### src/rtl/cmd_framer.sv
// Byte-stream command framer: assembles {cmd,arg} frames, queues them and issues one per handshake pulse.
// Optional feature: define CMD_FRAMER_CHECKSUM_EN for 3-byte frames with an XOR checksum byte.
module cmd_framer #(
  parameter int DEPTH   = 4,
  parameter int TIMEOUT = 1000,
  parameter int GAP     = 0
) (
  input  logic       clk,
  input  logic       rstn,
  input  logic [7:0] rx_data,
  input  logic       rx_valid,
  input  logic       jam,
  output logic       handshake,
  output logic [7:0] cmd,
  output logic [7:0] arg,
  output logic       fifo_full,
  output logic       overflow,
  output logic       frame_err
);

  localparam int AW = $clog2(DEPTH);
  localparam int TW = $clog2(TIMEOUT);
  localparam int GW = (GAP > 0) ? $clog2(GAP + 1) : 1;
  localparam logic [TW-1:0] T_LAST = TW'(TIMEOUT - 1);
  localparam logic [GW-1:0] GAP_LD = GW'(GAP);

  typedef enum logic [1:0] {S_CMD, S_ARG, S_CHK} state_t;

  state_t        r_state;
  logic [7:0]    r_cmd_l;
`ifdef CMD_FRAMER_CHECKSUM_EN
  logic [7:0]    r_arg_l;
`endif
  logic [TW-1:0] r_tcnt;
  logic [GW-1:0] r_gap;
  logic [AW:0]   r_wr_ptr, r_rd_ptr;
  logic [15:0]   r_mem [DEPTH];
  logic          r_handshake, r_fifo_full, r_overflow, r_frame_err;
  logic [7:0]    r_cmd, r_arg;

  logic          w_frame_done, w_chk_bad, w_timeout, w_empty, w_pop, w_push, w_full_nxt;
  logic [15:0]   w_frame;
  logic [AW:0]   w_wr_nxt, w_rd_nxt;

  // NOTE: every signal written in always_comb gets a default first, so no path can infer a latch.
  always_comb begin
    w_frame_done = 1'b0;
    w_chk_bad    = 1'b0;
`ifdef CMD_FRAMER_CHECKSUM_EN
    w_frame = {r_cmd_l, r_arg_l};
    if (rx_valid && r_state == S_CHK) begin
      if (rx_data == (r_cmd_l ^ r_arg_l)) w_frame_done = 1'b1;
      else                                w_chk_bad    = 1'b1;
    end
`else
    w_frame = {r_cmd_l, rx_data};
    if (rx_valid && r_state == S_ARG) w_frame_done = 1'b1;
`endif
  end

  assign w_timeout  = (r_state != S_CMD) && !rx_valid && (r_tcnt == T_LAST);
  assign w_empty    = (r_wr_ptr == r_rd_ptr);
  assign w_pop      = !w_empty && !jam && (r_gap == '0);
  // A pop in the same cycle frees the slot, so a full FIFO still accepts that push.
  assign w_push     = w_frame_done && (!r_fifo_full || w_pop);
  assign w_wr_nxt   = r_wr_ptr + {{AW{1'b0}}, w_push};
  assign w_rd_nxt   = r_rd_ptr + {{AW{1'b0}}, w_pop};
  assign w_full_nxt = (w_wr_nxt[AW] != w_rd_nxt[AW]) &&
                      (w_wr_nxt[AW-1:0] == w_rd_nxt[AW-1:0]);

  // NOTE: sequential state uses non-blocking assignments so all registers update from pre-edge values.
  always_ff @(posedge clk or negedge rstn) begin
    if (!rstn) begin
      r_state <= S_CMD;
      r_cmd_l <= '0;
`ifdef CMD_FRAMER_CHECKSUM_EN
      r_arg_l <= '0;
`endif
      r_tcnt  <= '0;
    end else if (rx_valid) begin
      r_tcnt <= '0;
      case (r_state)
        S_CMD: begin
          r_cmd_l <= rx_data;
          r_state <= S_ARG;
        end
`ifdef CMD_FRAMER_CHECKSUM_EN
        S_ARG: begin
          r_arg_l <= rx_data;
          r_state <= S_CHK;
        end
`endif
        default: r_state <= S_CMD;
      endcase
    end else if (r_state == S_CMD) begin
      r_tcnt <= '0;
    end else if (w_timeout) begin
      r_tcnt  <= '0;
      r_state <= S_CMD;
    end else begin
      r_tcnt <= r_tcnt + 1'b1;
    end
  end

  always_ff @(posedge clk or negedge rstn) begin
    if (!rstn) begin
      r_wr_ptr    <= '0;
      r_rd_ptr    <= '0;
      r_fifo_full <= 1'b0;
      r_overflow  <= 1'b0;
      r_frame_err <= 1'b0;
      r_handshake <= 1'b0;
      r_cmd       <= '0;
      r_arg       <= '0;
      r_gap       <= '0;
    end else begin
      r_wr_ptr    <= w_wr_nxt;
      r_rd_ptr    <= w_rd_nxt;
      r_fifo_full <= w_full_nxt;
      r_frame_err <= w_timeout || w_chk_bad;
      r_handshake <= w_pop;
      if (w_frame_done && !w_push) r_overflow <= 1'b1;
      if (w_pop) begin
        {r_cmd, r_arg} <= r_mem[r_rd_ptr[AW-1:0]];
        r_gap          <= GAP_LD;
      end else if (r_gap != '0) begin
        r_gap <= r_gap - 1'b1;
      end
    end
  end

  // NOTE: storage array has no reset; pointers alone define which entries are valid.
  always_ff @(posedge clk) begin
    if (w_push) r_mem[r_wr_ptr[AW-1:0]] <= w_frame;
  end

  assign handshake = r_handshake;
  assign cmd       = r_cmd;
  assign arg       = r_arg;
  assign fifo_full = r_fifo_full;
  assign overflow  = r_overflow;
  assign frame_err = r_frame_err;

endmodule

### config.mk
export PLATFORM = sky130hd
export DESIGN_NAME = cmd_framer
export DESIGN_NICKNAME = d
export VERILOG_FILES = /design/src/rtl/cmd_framer.sv
export SDC_FILE = /design/constraint.sdc
export NUM_CORES = 1
export LEC_CHECK = 0
export CAP_MARGIN = 20
export CORE_MARGIN = 8
export CORE_UTILIZATION = 55
export CTS_BUF_LIST = sky130_fd_sc_hd__clkbuf_8
export DETAILED_ROUTE_END_ITERATION = 10
export GPL_TIMING_DRIVEN = 0
export PLACE_DENSITY = 0.75
export SLEW_MARGIN = 20
export SYNTH_ARGS = -nofsm -noshare
export SYNTH_HDL_FRONTEND = slang
export SYNTH_SLANG_ARGS = --single-unit
### constraint.sdc
create_clock -name clk -period 9.7 [get_ports clk]
set_clock_uncertainty 0.05 [all_clocks]
set_input_delay 2.91 -clock clk [delete_from_list [all_inputs] [get_ports clk]]
set_output_delay 2.91 -clock clk [all_outputs]
set_load 0.05 [all_outputs]
==> results of run 1 <==
==> final cells by class <==
| type | count | area, um^2 |
|---|---|---|
| clock buffer | 9 | 124 |
| buffer | 6 | 63.8 |
| timing repair buffer | 42 | 385 |
| fill | 532 | 2640 |
| multi-input combinational | 105 | 1170 |
| sequential | 109 | 3050 |
| clock inverter | 7 | 60.1 |
| inverter | 7 | 31.3 |
| tap | 102 | 128 |
==> sequential cells by signal, summed over array words and instances, names as in the netlist, 3 cells and up <==
| register | cells |
|---|---|
| arg | 8 |
| r_cmd_l | 8 |
| cmd | 8 |
| r_wr_ptr | 3 |
| r_rd_ptr | 3 |
| r_tcnt | 10 |
| r_mem | 64 |
==> per-layer routing <==
metal	up-vias	wire length (um)
met1	1112	2940
met3	9	304
met5	-	0
met4	0	87
met2	36	3640
li1	986	-
==> through the flow <==
stage / worst slack, ps / instance area, um^2
finish: 4860 / 5010
global route: 4740 / 5010
floorplan: 4090 / 4280
global placement: 2400 / 4720
CTS: 4870 / 5010
detailed placement: 4470 / 4820
==> report_power, final <==
| part | switching, uW | leakage, uW | internal (uW) | total (uW) |
|---|---|---|---|---|
| Sequential | 54.9 | 0.00113 | 592 | 647 |
| Combinational | 309 | 0.000619 | 265 | 574 |
| Clock | 155 | 0.0000985 | 97.5 | 252 |
| Total | 518 | 0.00185 | 955 | 1470 |
==> worst max-delay path, stage by stage <==
cell	delay, ps
clkdlybuf4s50_1	530
nand2_1	210
a2111oi_2	730
buf_2	310
buf_4	170
==> worst min-delay path by stage <==
stage	to	slack, ps	cells after the start	startpoint
global route	r_tcnt[0]$_DFF_PN0_	460	1	r_tcnt[0]$_DFF_PN0_
CTS	overflow$_DFFE_PN0P_	430	1	overflow$_DFFE_PN0P_
floorplan	r_tcnt[0]$_DFF_PN0_	400	1	r_tcnt[0]$_DFF_PN0_
global placement	overflow$_DFFE_PN0P_	410	1	overflow$_DFFE_PN0P_
finish	overflow$_DFFE_PN0P_	420	1	overflow$_DFFE_PN0P_
detailed placement	overflow$_DFFE_PN0P_	410	1	overflow$_DFFE_PN0P_
==> logic make-up (layout without fill, tap and decap cells) <==
family          count (synthesis)  after routing
compound gates                 19             19
simple gates                   31             31
flops                         109            109
fa+ha+maj                       5              5
xor+xnor                       10             10
buf+inv                        13             71
mux                            40             40
==> placed cells by master (no fill, tap or decap), types with 4 or more instances in the layout <==
cell,netlist,final
mux4_2,14,14
xnor2_1,6,6
dfrtp_1,45,45
xor2_1,4,4
inv_1,6,7
buf_2,2,9
o21ai_0,4,4
nand2_1,7,7
ha_1,5,5
inv_6,1,4
nor2_1,7,7
nand3_1,4,4
buf_4,0,4
edfxtp_1,64,64
clkdlybuf4s50_1,0,30
mux2_4,9,9
mux2_2,15,15
clkbuf_8,0,9
a21oi_1,4,4
==> impl_metrics.csv, run 1 <==
group,metric,value,unit
synth,synth_compound_gate_area_share,3.62,%
global_routing,grt_max_degree,32,
synth,netlist_area,4280,um^2
clocking,cts_resized,0,
synth,synth_edf_count,64,
clocking,cts-buffers-inserted,9,
timing,clock.fmax,207,MHz
synth,synth.most_common_cell,"edfxtp_1",
synth,ys_async_sr_fraction,41.3,%
setup_path,crit_arrival,4880,ps
global_routing,grt_pass1_wl,11700,um
clocking,post_cts_buffers,0,
job,max_cap_viol_count,0,
timing,hold_viol_final,0,
power_and_ir_drop,power_leakage,0.00185,uW
detailed_routing,wl_per_cell,18.0,um
setup_path,rr_endpoint,"r_mem[1][6]$_DFFE_PP_",
synth,synth_commonest_cells,"64 x edfxtp_1, 45 x dfrtp_1, 15 x mux2_2",
cells_and_area,drive_gt1_share,27.4,%
detailed_routing,drc,0,
floorplan,fp.dieH,104,um
setup_path,setup.worst_path.end,"r_mem[1][6]$_DFFE_PP_",
synth,synthAdderAreaFrac,1.46,%
synth,ys_types,36,
detailed_routing,vias,2143,
place,placed_cells,371,
global_routing,grt-ovfl-total,0,
synth,synthCells,227,
global_routing,antenna_found_initial,0,
setup_path,reg2reg_slack,7160,ps
synth,synthTopCellsByArea,"edfxtp_1 45%, dfrtp_1 26%, mux4_2 7.4%",
timing,drv_slew,0,
global_routing,met2_usage,23.8,%
floorplan,die_area,10900,um^2
detailed_routing,detail-route-antenna-nets,0,
timing,setup_tns,0,ps
setup_path,cp_data_required_time,9740,ps
place,io_buffer_count,31,
timing,rsz0062_at_grt,"no",
synth,synth_top_family_by_area,"multiplexers",
floorplan,fp.dieW,104,um
synth,syn-num-nets,244,
detailed_routing,drt_wl_total,6980,um
power_and_ir_drop,p_total,1470,uW
timing,finalCritPeriodShare,49.9,%
timing,min_period,4840,ps
timing,final-setup-viol-count,0,
global_routing,grt_pass1_vias,2311,
setup_path,regToRegStartpoint,"r_rd_ptr[1]$_DFF_PN0_",
clocking,cts_tree,"built",
setup_path,critPathLaunch,"rx_valid",
cells_and_area,area_growth,16.9,%
power_and_ir_drop,vdd_ir_drop_max,167,uV
setup_path,critPathLaunchType,"input pin",
synth,yosysTopAreaCell,"edfxtp_1",
min_path,hold_class,"reg2reg",
detailed_routing,drt-initial-drc-count,80,
synth,synth-simple-area-share,3.77,%
cells_and_area,antenna_cells,0,
clocking,ctsHoldBuffers,0,
synth,muxShareOfSynthArea,15.7,%
floorplan,design.portCount,32,
floorplan,fp-row-count,32,
power_and_ir_drop,p_per_area,294,nW/um^2
setup_path,cp_max_fo,5,
clocking,cts_buffer_depth,2,
status,status,"completed",
synth,ys.flop_type,"edfxtp_1",
synth,ys_seq_elements,109,
setup_path,worstSetupPathType,"in2reg",
cells_and_area,fin_util,65.5,%
synth,synth_top_area_share,44.9,%
global_routing,use_met3,3.59,%
global_routing,met1_usage,15.4,%
place,dpl.hpwl,4940,um
clocking,clk_pin_slew,100,ps
cells_and_area,fin_cells,387,
clocking,clkLatencyLatePin,360,ps
place,globalplace.congestion,0.750,
synth,synth_warnings,0,
clocking,clock-sinks,109,
synth,avgSynthCellArea,18.9,um^2
timing,max_slew_margin,42.3,%
synth,ys_seq_area_share,71.2,%
cells_and_area,final_nets,297,
global_routing,grt.busiest_layer,"met2",
detailed_routing,viasPerCell,5.54,
floorplan,coreArea,7650,um^2
setup_path,cp-end-kind,"register",
timing,holdWs,424,ps
clocking,cts_root_buf,"clkbuf_8",
synth,synthXorXnorAreaFrac,2.05,%
setup_path,ff2ff_path_depth,6,
timing,tightestPinTransition,859,ps
detailed_routing,drtPass1Iterations,4,
clocking,cts_htree_levels,3,
global_routing,gr-usage-all-layers,13.8,%
floorplan,start_util,56.0,%
Note: power is estimated with default switching activity, not from simulation.
==> run 2: changes to the inputs <==
- CORE_UTILIZATION: 55 -> 54
- PLACE_DENSITY: 0.75 -> 0.76
- clock period: 9.7 -> 4.06 ns (I/O delays scaled with it)
==> run 2 against run 1 <==
Sequential share of layout area shrank 0.26 points. Critical path depth rose by 1. Count of clock-buffer cells in the layout increased by 2. Non-clock buffer count is the same.
==> impl_metrics.csv, run 2 (same netlist as run 1, synthesis figures left out) <==
group,metric,value,unit
global_routing,grt_pass1_wl,11900,um
cells_and_area,final_nets,297,
cells_and_area,area_growth,17.4,%
detailed_routing,wl_per_cell,18.5,um
cells_and_area,seq_area,3050,um^2
status,status,"completed",
timing,drv_slew,0,
floorplan,start_util,55.7,%
timing,clock.fmax,289,MHz
cells_and_area,multi_input_area,1170,um^2
power_and_ir_drop,vdd_ir_drop_max,348,uV
clocking,post_cts_buffers,0,
setup_path,cp-end-kind,"register",
cells_and_area,drive_gt1_share,27.4,%
clocking,cts_root_buf,"clkbuf_8",
clocking,cts_resized,0,
cells_and_area,antenna_cells,0,
global_routing,grt_max_degree,32,
global_routing,grt_pass1_vias,2314,
clocking,clk_pin_slew,100,ps
floorplan,die_area,11000,um^2
place,io_buffer_count,31,
setup_path,reg2reg_slack,1230,ps
timing,min_period,3460,ps
power_and_ir_drop,p_total,3590,uW
floorplan,design.portCount,32,
floorplan,fp.dieW,105,um
clocking,cts_buffer_depth,2,
place,dpl.hpwl,5150,um
detailed_routing,drc,0,
clocking,ctsHoldBuffers,0,
timing,holdWs,435,ps
floorplan,coreArea,7690,um^2
power_and_ir_drop,p_per_area,714,nW/um^2
timing,tightestPinTransition,882,ps
setup_path,critPathLaunch,"rx_valid",
min_path,hold_class,"reg2reg",
setup_path,regToRegStartpoint,"r_rd_ptr[1]$_DFF_PN0_",
job,max_cap_viol_count,0,
global_routing,grt-ovfl-total,0,
timing,max_slew_margin,41.1,%
timing,rsz0062_at_grt,"no",
timing,final-setup-viol-count,0,
place,globalplace.congestion,0.751,
detailed_routing,detail-route-antenna-nets,0,
cells_and_area,largest_reg_flops,64,
detailed_routing,drt_wl_total,7170,um
global_routing,antenna_found_initial,0,
floorplan,fp.dieH,105,um
place,pre_cts_slack,196,ps
setup_path,setup.worst_path.end,"r_mem[1][14]$_DFFE_PP_",
setup_path,cp_data_required_time,4090,ps
setup_path,crit_arrival,3480,ps
clocking,clock-sinks,109,
setup_path,ff2ff_path_depth,7,
setup_path,rr_endpoint,"r_mem[1][14]$_DFFE_PP_",
detailed_routing,vias,2122,
setup_path,critPathLaunchType,"input pin",
timing,finalCritPeriodShare,85.2,%
setup_path,worstSetupPathType,"in2reg",
detailed_routing,drtPass1Iterations,4,
clocking,cts-buffers-inserted,9,
timing,hold_viol_final,0,
setup_path,cp_max_fo,5,
detailed_routing,viasPerCell,5.48,
clocking,cts_tree,"built",
cells_and_area,final_common_cell,"edfxtp_1",
clocking,cts_htree_levels,3,
global_routing,gr-usage-all-layers,14.1,%
cells_and_area,final_cell_mix,"64 x edfxtp_1, 45 x dfrtp_1, 30 x clkdlybuf4s50_1",
floorplan,fp-row-count,32,
clocking,clkLatencyLatePin,360,ps
power_and_ir_drop,power_leakage,0.00186,uW
cells_and_area,final.fill_count,542,
detailed_routing,drt-initial-drc-count,73,
timing,fin_ws,601,ps
[run 2: cell count changes in the layout (fill, tap and decap cells not counted), sizes merged]
cell	delta
clkinvlp	+1
inv	-2
clkinv	-2
bufinv	+1
clkbuf	+2
[run 2: worst min-delay path by stage]
stage | endpoint | startpoint | slack, ps | cells past startpoint
6_report | overflow$_DFFE_PN0P_ | overflow$_DFFE_PN0P_ | 430 | 1
3_5_place_dp | overflow$_DFFE_PN0P_ | overflow$_DFFE_PN0P_ | 410 | 1
2_1_floorplan | r_tcnt[0]$_DFF_PN0_ | r_tcnt[0]$_DFF_PN0_ | 400 | 1
3_3_place_gp | overflow$_DFFE_PN0P_ | overflow$_DFFE_PN0P_ | 410 | 1
4_1_cts | overflow$_DFFE_PN0P_ | overflow$_DFFE_PN0P_ | 440 | 1
5_1_grt | overflow$_DFFE_PN0P_ | overflow$_DFFE_PN0P_ | 460 | 1
[run 2: where the power goes]
group,internal (uW),switching [uW]
clock,320,343
sequential,1410,135
combinational,633,744
[run 2: stage by stage]
stage | utilization [%] | setup TNS (ps) | area, um^2 | cells
floorplan | - | 0 | 4280 | 227
global placement | 61.4 | -77540 | 4720 | 360
detailed placement | 62.7 | 0 | 4820 | 371
CTS | 65.4 | 0 | 5030 | 387
global route | 65.4 | 0 | 5030 | 387
finish | 65.4 | 0 | 5030 | 387
[run 2: cell type report]
| type | count | share of cell area (%) |
|---|---|---|
| plain buffers | 6 | 1.27 |
| multi-input cells | 105 | 23.2 |
| clock inverters | 5 | 1.17 |
| well taps | 102 | 2.54 |
| clock buffers | 11 | 3.01 |
| inverters | 7 | 0.622 |
| flip-flops and latches | 109 | 60.6 |
| repair buffers | 42 | 7.57 |
[run 2: metal layers]
metal	up-vias	track usage [%]	routed length (um)
li1	985	-	-
met1	1094	15.6	2920
met2	35	24.9	3870
met3	8	3.93	274
met4	0	6.22	109
met5	-	0	0
[run 2: worst max-delay path, cell delays in order]
cell	delay, ps
clkdlybuf4s50_1	530
nand2_1	220
a2111oi_2	860
buf_4	280
buf_2	180
buf_2	190
==> run 3: changes to the inputs <==
- ABC_AREA: unset -> 1
- MAX_ROUTING_LAYER: unset -> met4
==> run 3 against run 2 <==
First-iteration DRC count grew to 2.5 times the previous value. Sequential share of layout area up 1.2 points. Cell count is 29% higher. Sequential power hardly changed. Routed wire length grew 11%. Hold slack got worse by 16 ps. Design area is 1.9% lower. Critical path depth is 5 lower. Clock power fell by 12%. Count of clock-buffer cells in the layout shrank 2.
==> impl_metrics.csv, run 3 <==
group,metric,value,unit
global_routing,grt_max_degree,34,
synth,ys_seq_area_share,71.7,%
detailed_routing,detail-route-antenna-nets,0,
power_and_ir_drop,p_per_area,702,nW/um^2
status,status,"completed",
synth,yosysTopAreaCell,"edfxtp_1",
clocking,clock-sinks,109,
power_and_ir_drop,intPower,2090,uW
setup_path,crit_buf_inv,1,
min_path,min_path_cells,1,
clocking,post_cts_buffers,0,
global_routing,grt-ovfl-total,0,
place,dpl.hpwl,5610,um
detailed_routing,wl_per_cell,15.9,um
timing,finalCritPeriodShare,70.1,%
setup_path,worstSetupPathType,"reg2out",
floorplan,design.portCount,32,
synth,synth_edf_count,64,
power_and_ir_drop,combPwrFrac,39.3,%
timing,rsz0062_at_grt,"no",
timing,min_period,2850,ps
setup_path,reg2reg_slack,1790,ps
power_and_ir_drop,clkPwrFrac,16.9,%
synth,synth_commonest_cells,"68 x nand2_1, 64 x edfxtp_1, 51 x nor2_1",
cells_and_area,final_nets,408,
synth,avgSynthCellArea,12.4,um^2
clocking,cts_htree_levels,3,
place,globalplace.congestion,0.733,
setup_path,slowest_delay,820,ps
power_and_ir_drop,power_leakage,0.00196,uW
synth,ys_seq_elements,109,
place,io_buffer_count,31,
setup_path,cp_max_fo,3,
synth,synthCells,344,
setup_path,cp-end-kind,"primary output",
setup_path,rr_endpoint,"fifo_full$_DFF_PN0_",
setup_path,cpLargestDelayFamily,"buffers and inverters",
timing,max_slew_margin,61.2,%
power_and_ir_drop,p_seq_share,43.8,%
cells_and_area,drive_gt1_share,11.9,%
timing,clock.fmax,351,MHz
cells_and_area,antenna_cells,0,
timing,setup_tns,0,ps
timing,hold_viol_final,0,
clocking,cts-buffers-inserted,9,
detailed_routing,drt_wl_total,7930,um
place,pre_cts_slack,866,ps
power_and_ir_drop,p_sw_share,39.5,%
detailed_routing,drc,0,
synth,netlist_area,4250,um^2
synth,ys_types,24,
cells_and_area,final_cell_area,4930,um^2
detailed_routing,viasPerCell,5.21,
clocking,cts_root_buf,"clkbuf_8",
clocking,cts_buffer_depth,2,
detailed_routing,drtPass1Iterations,4,
clocking,clk_pin_slew,100,ps
job,max_cap_viol_count,0,
setup_path,crit_slowest_cell,"clkdlybuf4s50_1",
synth,synth_warnings,0,
floorplan,fp.dieH,105,um
synth,ys.flop_type,"edfxtp_1",
timing,drv_slew,0,
floorplan,die_area,11000,um^2
timing,final-setup-viol-count,0,
global_routing,gr-usage-all-layers,16.0,%
min_path,worstHoldEndpoint,"r_tcnt[0]$_DFF_PN0_",
synth,syn-num-nets,361,
setup_path,critPathLaunchType,"register",
floorplan,coreArea,7690,um^2
timing,fin_ws,1210,ps
setup_path,cp_cell_sequence,"clkdlybuf4s50_1",
timing,tightestPinTransition,581,ps
power_and_ir_drop,vdd_ir_drop_max,236,uV
min_path,min-delay-start,"r_tcnt[0]$_DFF_PN0_",
clocking,cts_resized,0,
floorplan,start_util,55.3,%
setup_path,crit_arrival,1580,ps
clocking,ctsHoldBuffers,0,
place,placed_area,4760,um^2
cells_and_area,final_common_cell,"nand2_1",
cells_and_area,final_cell_mix,"68 x nand2_1, 64 x edfxtp_1, 47 x nor2_1",
floorplan,fp-row-count,32,
detailed_routing,drt-initial-drc-count,185,
synth,synth_top_area_share,45.2,%
setup_path,cp_data_required_time,2790,ps
cells_and_area,largest_reg_flops,64,
floorplan,fp.dieW,105,um
detailed_routing,vias,2597,
setup_path,regToRegStartpoint,"r_rd_ptr[0]$_DFF_PN0_",
power_and_ir_drop,p_sw,1370,uW
global_routing,antenna_found_initial,0,
synth,synthTopCellsByArea,"edfxtp_1 45%, dfrtp_1 26%, nand2_1 6.0%",
global_routing,grt_pass1_vias,2658,
synth,ys_async_sr_fraction,41.3,%
cells_and_area,area_growth,16.0,%
global_routing,grt_pass1_wl,13300,um
min_path,hold_class,"reg2reg",
synth,synth.most_common_cell,"nand2_1",
clocking,clkLatencyLatePin,360,ps
setup_path,ff2ff_path_depth,13,
clocking,cts_tree,"built",
## run 3: changes by cell type in the layout (fill, tap and decap cells not counted), sizes merged, moves of 9 or more
cell   previous run  this run
mux4             16         0
nand2             7        70
mux2             24         8
inv               9        18
o21ai             4        33
o22ai             0        16
nor2              7        51
## run 3: worst max-delay path by stage
stage	startpoint	end	slack, ps	cells after the start
after floorplan	jam	r_mem[0][0]$_DFFE_PP_	1340	5
after global placement	jam	r_mem[0][12]$_DFFE_PP_	410	6
after detailed placement	jam	fifo_full$_DFF_PN0_	870	10
after CTS	fifo_full$_DFF_PN0_	fifo_full	1200	1
after global routing	jam	fifo_full$_DFF_PN0_	1070	11
final	fifo_full$_DFF_PN0_	fifo_full	1210	1
## run 3: layer usage
metal	up-vias	share of wire, %	GRT usage (%)
li1	1274	-	-
met1	1233	43	19.2
met2	80	49	25.6
met3	10	6.7	3.38
met4	0	1.5	7.03
met5	-	0	-
## run 3: cell families (layout without fill, tap and decap cells)
logic type / Yosys count / in the layout / share of synthesized area (%)
buffers and inverters: 27 / 79 / 3.44
xor gates and xnor gates: 9 / 9 / 2.03
adders and majority gates: 5 / 5 / 1.47
muxes: 8 / 8 / 2.12
and+or+nand+nor: 134 / 134 / 12.6
DFF: 109 / 109 / 71.7
AOI/OAI and AO/OA: 52 / 52 / 6.59
## run 3: through the flow
step | std cells | total power, uW | hold slack, ps | util (%)
2_1_floorplan | 344 | 2460 | 383 | -
3_3_place_gp | 477 | 2850 | 393 | 61.0
3_5_place_dp | 482 | 2910 | 410 | 61.9
4_1_cts | 498 | 3480 | 424 | 64.1
5_1_grt | 498 | 3680 | 445 | 64.1
6_report | 498 | 3460 | 419 | 64.1
## run 3: layout make-up
class                      count  area (um^2)
buffer                        12         80.1
clock buffer                   9          124
clock inverter                 7         47.5
fill                         579         2760
inverter                      15         66.3
multi-input combinational    208         1070
sequential                   109         3050
tap                          102          128
timing repair buffer          36          370
## run 3: power by group through the flow
stage	logic, uW	clock network (uW)	registers [uW]
after detailed placement	1370	0	1540
final	1360	583	1520
after floorplan	642	0	1810
after global routing	1500	640	1540
after CTS	1380	592	1520
after global placement	1320	0	1530
